### src/rtl/spi_sd_engine.sv
// Byte-serial SPI (mode 0) / 4-bit SD data engine with programmable SCLK divider,
// registered active-low slave selects and a CRC16-CCITT register per data lane.
module spi_sd_engine #(
    parameter int NUM_SS  = 4,
    parameter int DIV_W   = 8,
    parameter bit QUAD_EN = 1'b1
) (
    input  logic              clk,
    input  logic              reset,
    input  logic [DIV_W-1:0]  cfg_div,
    input  logic              cfg_quad,
    input  logic [NUM_SS-1:0] cfg_ss,
    input  logic              crc_clr,
    input  logic              crc_src,
    input  logic              tx_valid,
    output logic              tx_ready,
    input  logic [7:0]        tx_data,
    input  logic              tx_write,
    output logic              rx_valid,
    output logic [7:0]        rx_data,
    output logic              busy,
    output logic              sclk,
    output logic [NUM_SS-1:0] _ss,
    output logic [3:0]        sdo,
    output logic              sdo_oe,
    input  logic [3:0]        sdi,
    output logic [63:0]       crc_out
);

    typedef enum logic [1:0] {
        S_IDLE,
        S_LOW,
        S_HIGH,
        S_DONE
    } state_t;

    state_t            state_q, state_d;
    logic [DIV_W-1:0]  div_q, div_d;
    logic [DIV_W-1:0]  cnt_q, cnt_d;
    logic [2:0]        bit_q, bit_d;
    logic              quad_q, quad_d;
    logic              src_q, src_d;
    logic [7:0]        tx_sh_q, tx_sh_d;
    logic [7:0]        rx_sh_q, rx_sh_d;
    logic [7:0]        rx_data_q, rx_data_d;
    logic              sclk_q, sclk_d;
    logic [3:0]        sdo_q, sdo_d;
    logic              sdo_oe_q, sdo_oe_d;
    logic [NUM_SS-1:0] ss_q, ss_d;
    logic [3:0][15:0]  crc_q, crc_d;

    logic              accept;
    logic              load_quad;
    logic [3:0]        crc_bits;
    logic [7:0]        tx_next;

    function automatic logic [15:0] crc16_step(input logic [15:0] crc, input logic din);
        logic fb;
        fb = crc[15] ^ din;
        return {crc[14:0], 1'b0} ^ (fb ? 16'h1021 : 16'h0000);
    endfunction

    // In 1-bit mode the unused data lines idle high; MOSI rides on lane 0.
    function automatic logic [3:0] lane_drive(input logic [7:0] sh, input logic quad);
        return quad ? sh[7:4] : {3'b111, sh[7]};
    endfunction

    assign tx_ready  = !reset && (state_q == S_IDLE || state_q == S_DONE);
    assign accept    = tx_valid && tx_ready;
    assign load_quad = cfg_quad && QUAD_EN;

    // NOTE: every variable gets a default before the case, so no path leaves one
    // unassigned and no latch is inferred.
    always_comb begin
        state_d   = state_q;
        div_d     = div_q;
        cnt_d     = cnt_q;
        bit_d     = bit_q;
        quad_d    = quad_q;
        src_d     = src_q;
        tx_sh_d   = tx_sh_q;
        rx_sh_d   = rx_sh_q;
        rx_data_d = rx_data_q;
        sclk_d    = sclk_q;
        sdo_d     = sdo_q;
        sdo_oe_d  = sdo_oe_q;
        ss_d      = ss_q;
        crc_d     = crc_q;
        crc_bits  = src_q ? sdi : sdo_q;
        tx_next   = quad_q ? {tx_sh_q[3:0], 4'b0000} : {tx_sh_q[6:0], 1'b0};

        case (state_q)
            S_IDLE: begin
                ss_d = ~cfg_ss;
            end
            S_LOW: begin
                if (cnt_q == div_q) begin
                    cnt_d   = '0;
                    state_d = S_HIGH;
                    sclk_d  = 1'b1;
                    rx_sh_d = quad_q ? {rx_sh_q[3:0], sdi} : {rx_sh_q[6:0], sdi[0]};
                    if (quad_q) begin
                        for (int k = 0; k < 4; k++) begin
                            crc_d[k] = crc16_step(crc_q[k], crc_bits[k]);
                        end
                    end else begin
                        crc_d[0] = crc16_step(crc_q[0], crc_bits[0]);
                    end
                end else begin
                    cnt_d = cnt_q + 1'b1;
                end
            end
            S_HIGH: begin
                if (cnt_q == div_q) begin
                    cnt_d  = '0;
                    sclk_d = 1'b0;
                    if (bit_q == 3'd0) begin
                        state_d   = S_DONE;
                        rx_data_d = rx_sh_q;
                        sdo_d     = 4'hF;
                        sdo_oe_d  = 1'b0;
                    end else begin
                        state_d = S_LOW;
                        bit_d   = bit_q - 3'd1;
                        tx_sh_d = tx_next;
                        sdo_d   = lane_drive(tx_next, quad_q);
                    end
                end else begin
                    cnt_d = cnt_q + 1'b1;
                end
            end
            S_DONE: begin
                state_d = S_IDLE;
            end
            default: begin
                state_d = S_IDLE;
            end
        endcase

        // Accept is legal in IDLE and in DONE, the latter giving back-to-back bytes.
        if (accept) begin
            state_d  = S_LOW;
            div_d    = cfg_div;
            cnt_d    = '0;
            bit_d    = load_quad ? 3'd1 : 3'd7;
            quad_d   = load_quad;
            src_d    = crc_src;
            tx_sh_d  = tx_data;
            sdo_d    = lane_drive(tx_data, load_quad);
            sdo_oe_d = load_quad && tx_write;
            sclk_d   = 1'b0;
        end

        if (crc_clr) begin
            crc_d = '0;
        end
    end

    // NOTE: sequential state uses non-blocking assignments so every flop samples
    // the pre-edge values computed above, independent of statement order.
    always_ff @(posedge clk) begin
        if (reset) begin
            state_q   <= S_IDLE;
            div_q     <= '0;
            cnt_q     <= '0;
            bit_q     <= '0;
            quad_q    <= 1'b0;
            src_q     <= 1'b0;
            tx_sh_q   <= '0;
            rx_sh_q   <= '0;
            rx_data_q <= '0;
            sclk_q    <= 1'b0;
            sdo_q     <= 4'hF;
            sdo_oe_q  <= 1'b0;
            ss_q      <= '1;
            crc_q     <= '0;
        end else begin
            state_q   <= state_d;
            div_q     <= div_d;
            cnt_q     <= cnt_d;
            bit_q     <= bit_d;
            quad_q    <= quad_d;
            src_q     <= src_d;
            tx_sh_q   <= tx_sh_d;
            rx_sh_q   <= rx_sh_d;
            rx_data_q <= rx_data_d;
            sclk_q    <= sclk_d;
            sdo_q     <= sdo_d;
            sdo_oe_q  <= sdo_oe_d;
            ss_q      <= ss_d;
            crc_q     <= crc_d;
        end
    end

    assign rx_valid = !reset && (state_q == S_DONE);
    assign busy     = (state_q == S_LOW) || (state_q == S_HIGH);
    assign rx_data  = rx_data_q;
    assign sclk     = sclk_q;
    assign _ss      = ss_q;
    assign sdo      = sdo_q;
    assign sdo_oe   = sdo_oe_q;
    assign crc_out  = crc_q;

endmodule

### config.mk
export PLATFORM = sky130hd
export DESIGN_NAME = spi_sd_engine
export DESIGN_NICKNAME = d
export VERILOG_FILES = /design/src/rtl/spi_sd_engine.sv
export SDC_FILE = /design/constraint.sdc
export NUM_CORES = 1
export LEC_CHECK = 0
export ABC_CLOCK_PERIOD_IN_PS = 6100
export BUFFER_PORTS_ARGS = -buffer_cell sky130_fd_sc_hd__clkbuf_2
export CAP_MARGIN = 0
export CORE_ASPECT_RATIO = 0.7
export CORE_MARGIN = 2
export CORE_UTILIZATION = 58
export DETAILED_ROUTE_END_ITERATION = 6
export PLACE_DENSITY = 0.85
export SYNTH_ARGS = -nofsm -noshare
export SYNTH_HDL_FRONTEND = slang
export SYNTH_SLANG_ARGS = --single-unit
### constraint.sdc
create_clock -name clk -period 6.1 [get_ports clk]
set_input_delay 1.22 -clock clk [delete_from_list [all_inputs] [get_ports clk]]
set_output_delay 1.22 -clock clk [all_outputs]
set_load 0.03 [all_outputs]
# Yosys cells after proc, flatten, opt, wreduce, memory -nomap -nowiden
# Index checks and enable logic that the tools add are counted.
totals:
  word_cells: 100
  out_inout_bits: 85
  input_bits: 31
  register_bits: 120
classes:
  eq_ne: 9
  n_reduce_logical: 27
  add_sub_neg: 2
  muxes: 35
  bitwise: 9
op_table:
  columns: ["cell", "count"]
  rows:
  - ["bitwise XOR 16 x 13 -> 16 bit", 4]
  - ["2-to-1 mux 13 bit", 4]
  - ["2-to-1 mux 4 bit", 7]
  - ["2-to-1 mux 7 bit", 4]
  - ["2-to-1 mux 8 bit", 3]
  - ["AND reduction 3 bit", 7]
  - ["2-to-1 mux 3 bit", 5]
  - ["adder 8 x 1 -> 8 bit, second input constant", 1]
  - ["equality test 8 bit", 1]
  - ["nonzero test 2 bit", 4]
  - ["2-to-1 mux 1 bit", 7]
  - ["2-to-1 mux 2 bit", 3]
  - ["!= test 2 bit, second input constant", 3]
  - ["!= test 3 bit, second input constant", 2]
  - ["one-hot mux 2 bit (3 select lines)", 1]
  - ["OR reduction 2 bit", 3]
  - ["equality test 2 bit, second input constant", 2]
  - ["logical AND 1 bit", 4]
  - ["NOT 4 bit", 1]
  - ["AND reduction 2 bit", 2]
  - ["nonzero test 4 bit", 1]
  - ["bitwise XOR 1 bit", 4]
  - ["zero test 3 bit", 1]
  - ["nonzero test 3 bit", 1]
  - ["other kinds (6)", 7]

# Longest topological paths before layout
logic_depth:
  depth_word: 6
  mapped_depth: 8
  ltp_nobuf: 7

# Least setup slack after synthesis
# No wires, ideal clock.
synth_timing:
  path_type: "input-to-output"
  from: "input port reset"
  to: "output port tx_ready"
  cell_stages: 4
  path_buffers: 3
  path_slack_ps: 2643
  arrival_ps: 2237
  required_time_ps: 4880
  path_cell_list: "clkbuf_1 clkbuf_1 buf_1 nor2_1"
synth_between:
  elab_chain_len: 2
synth_lines:
  columns: ["item", "line", "source"]
  rows:
  - ["start, declared", "9", "input logic reset,"]
  - ["zero test 1 bit", "68", "assign tx_ready = !reset && (state_q == S_IDLE || state_q == S_DONE);"]
  - ["logical AND 1 bit", "68", null]
  - ["end, declared", "16", "output logic tx_ready,"]
# No other way between the ends.

# Final worst setup path
layout_timing:
  from: "input port reset"
  to: "output port rx_valid"
layout_between:
  elab_chain_len: 2
layout_lines:
  columns: ["item", "line", "source"]
  rows:
  - ["zero test 1 bit", "195", "assign rx_valid = !reset && (state_q == S_DONE);"]
  - ["logical AND 1 bit", "195", null]
  - ["end, declared", "19", "output logic rx_valid,"]
# No other way between the ends.

==> metrics.md <==
| Metric | Value |
|---|---|
| Static Leak | 2.827 nW |
| Initial DRC count | 391 |
| Gr usage total | 0.2499 |
| Worst-Skew Late Latency | 0.41 ns |
| Most Frequent Cell on Critical Path | clkbuf_2 |
| Max-slew headroom | 0.4359 |
| Post-Syn Area | 5067 um2 |
| EDFF count, synth | 0 |
| Pwr dens | 396.1 nW/um2 |
| Vias in the first global route | 3835 |
| Synthesized Nets | 611 |
| Layout fillers | 609 |
| First-pass GRT wire length | 18600 um |
| Wire length per cell | 14.83 um |
| Clock Sink Count | 120 |
| DIE AREA | 9513 um2 |
| DRC | 0 |
| Crit path launch type | input port |
| Final Routed Wirelength | 11830 um |
| Syn-to-layout area delta | 23.68% |
| Total power | 2.482 mW |
| Period minus WS final | 3.283 ns |
| Crit end category | output pin |
| Residual antenna-violating net count after detailed routing | 0 |
| Slowest stage delay, CP | 0.45 ns |
| Critical Path Slowest Stage Cell | buf_4 |
| RSZ-0062 raised after global routing | false |
| Nets | 707 |
| Share of layout cells above drive strength 1 | 0.2463 |
| Initial Utilization | 0.5977 |
| Post-synth top flop | dfxtp_1 |
| Root Buffer | clkbuf_16 |
| Die height | 82.21 um |
| Crit Path Category | input port to output pin |
| Core Region | 8478 um2 |
| Status | finished clean |
| Vias | 4303 |
| Worst EP required | 4.88 ns |
| Vias per std cell | 5.392 |
| # hold bufs at CTS | 0 |
| Initial antenna violation count | 0 |
| Final Hold Viols | 0 |
| Slew @ Worst Pin | 0.8453 ns |
| Clk slew on worst S/H paths | 0.05 ns |
| CP bufs+invs | 3 |
| Worst path arrival time | 2.06 ns |
| Drt first pass iters | 6 |
| Max clock buf depth | 2 |
| Post-synthesis cell count | 572 |
| Worst reg2reg setup slack | 3.42 ns |
| Ant. Diodes | 0 |
| Worst path cell trace | clkbuf_2 -> buf_4 -> nor2b_1 -> clkbuf_2 |
| Total congestion overflow | 0 |
| Leading cell type in the layout, fill and taps excluded | dfxtp_1 |
| Post-synth ARST share | 0 |
| Setup violations, final | 0 |
| Most frequent cells in the layout | 120 x dfxtp_1, 115 x clkbuf_2, 76 x nand2_1, 55 x nand3_1, 50 x nor2_1 |
| Skew final | 0.008191 ns |
| HPWL after DPL | 7844 um |
| Fin crit share | 0.5383 |
| Total setup buffers inserted after CTS | 0 |
| Peak Freq | 0.3046 GHz |
| Pins Over Slew Limit | 0 |
| Register area | 2402 um2 |
| TritonCTS clock tree | done |
| Largest net degree at the start of global routing | 97 |
| I/O Buffers | 115 |
| Worst path top cell family by delay | buffers and inverters |
| IO Pins | 116 |
| Row count | 28 |
| Multi-input logic area | 2472 um2 |
| Hold Crit Class | register to register |
| Peak VDD IR | 0.3226 mV |
| Syn. warnings | 0 |
| Die width | 115.7 um |
| Routability Congestion | 0.8172 |
| FF+latch count, synth | 120 |
| Post_cts resized | 0 |
| Netlist cell types | 48 |
| Max Fanout on Critical Path | 55 |
| H-tree depth | 4 |
| Number of max-cap violations | 0 |
| Setup TNS | 0 ns |
| Seq/Total Area, Yosys | 0.4741 |
| Syn Area/Cell | 8.859 um2 |
| CTS Buf Count | 17 |
-- final timing paths --
path                                          startpoint                        to  cells after the start
worst max register to register     cnt_q[2]$_SDFFE_PP0N_   rx_sh_q[0]$_SDFFE_PP0P_                      5
worst min register to register  crc_out[33]$_SDFFE_PP0P_  crc_out[34]$_SDFFE_PP0P_                      2
worst min-delay path            crc_out[33]$_SDFFE_PP0P_  crc_out[34]$_SDFFE_PP0P_                      2
worst max-delay path                               reset                  rx_valid                      4
-- cell families after synthesis --
family	share of synthesized area
adder cells (fa/ha/maj)	0.01975
multiplexers	0.1047
XOR/XNOR	0.04839
AND/OR/NAND/NOR	0.2143
flip-flops	0.4741
AO/OA/AOI/OAI	0.09827
buffers and inverters	0.04049
-- where the power goes --
group	internal (mW)	switching [mW]	leakage (nW)
registers	0.847	0.0577	0.972
clock network	0.695	0.337	0.294
logic	0.198	0.347	1.56
-- synth_stat cells (2+ instances only) --
cell | number | area share
nor2b_1 | 5 | 0.0062
nor2_1 | 51 | 0.038
nor3_1 | 3 | 0.0030
mux2i_1 | 44 | 0.087
a21oi_1 | 10 | 0.0099
a221o_1 | 2 | 0.0040
nand2b_1 | 9 | 0.011
ha_1 | 8 | 0.020
clkbuf_1 | 25 | 0.019
o211ai_1 | 4 | 0.0059
nand3_1 | 55 | 0.054
o21ai_1 | 7 | 0.0069
dfxtp_1 | 120 | 0.47
inv_1 | 8 | 0.0059
o21ai_0 | 49 | 0.048
o31ai_1 | 3 | 0.0044
nand3b_1 | 9 | 0.013
mux2_2 | 8 | 0.018
buf_2 | 7 | 0.0069
nand2_1 | 76 | 0.056
buf_1 | 8 | 0.0059
nand3_2 | 2 | 0.0040
nor4_2 | 2 | 0.0049
xor2_1 | 18 | 0.031
nand4_1 | 4 | 0.0049
a211oi_1 | 3 | 0.0044
a31oi_1 | 2 | 0.0025
xnor2_1 | 10 | 0.017
-- per-layer routing --
| layer | wire length (um) | track usage | part of all wire | up-vias |
|---|---|---|---|---|
| li1 | - | - | - | 2148 |
| met1 | 5599 | 0.3344 | 0.47 | 2001 |
| met2 | 5401 | 0.3959 | 0.46 | 143 |
| met3 | 716 | 0.07445 | 0.061 | 11 |
| met4 | 114 | 0.07262 | 0.0096 | 0 |
| met5 | 0 | 0 | 0 | - |
-- sequential cells by signal, summed over array words and instances, names as in the netlist --
signal   cells
crc_out     64
cnt_q        8
div_q        8
rx_data      8
rx_sh_q      8
tx_sh_q      7
_ss          4
sdo          4
bit_q        3
state_q      2
quad_q       1
sclk         1
sdo_oe       1
src_q        1
-- through the flow --
step | cell area, um2 | cells | util | hold slack, ns | worst slack [ns]
5_1_grt | 6267 | 798 | 0.7392 | 0.4918 | 2.756
6_report | 6267 | 798 | 0.7392 | 0.4659 | 2.817
3_3_place_gp | 5660 | 769 | 0.6677 | 0.4490 | 2.849
3_5_place_dp | 5660 | 769 | 0.6677 | 0.4608 | 2.832
2_1_floorplan | 5067 | 572 | - | 0.4601 | 2.643
4_1_cts | 6267 | 798 | 0.7392 | 0.4688 | 2.836
-- worst reg2reg max path, delay by kind of cell (launching register included) --
family / cells / cell delay, ns
xor gates and xnor gates: 1 / 0.12
DFF: 1 / 0.41
muxes: 1 / 0.42
and+or+nand+nor: 3 / 1.61
-- cell type report --
class,instances,area share
clock buffer,20,0.07287
clock inverter,9,0.02396
tap,120,0.02396
timing repair buffer,119,0.09663
inverter,8,0.004791
sequential,120,0.3833
multi-input combinational,402,0.3945
Note: power is estimated with default switching activity, not from simulation.
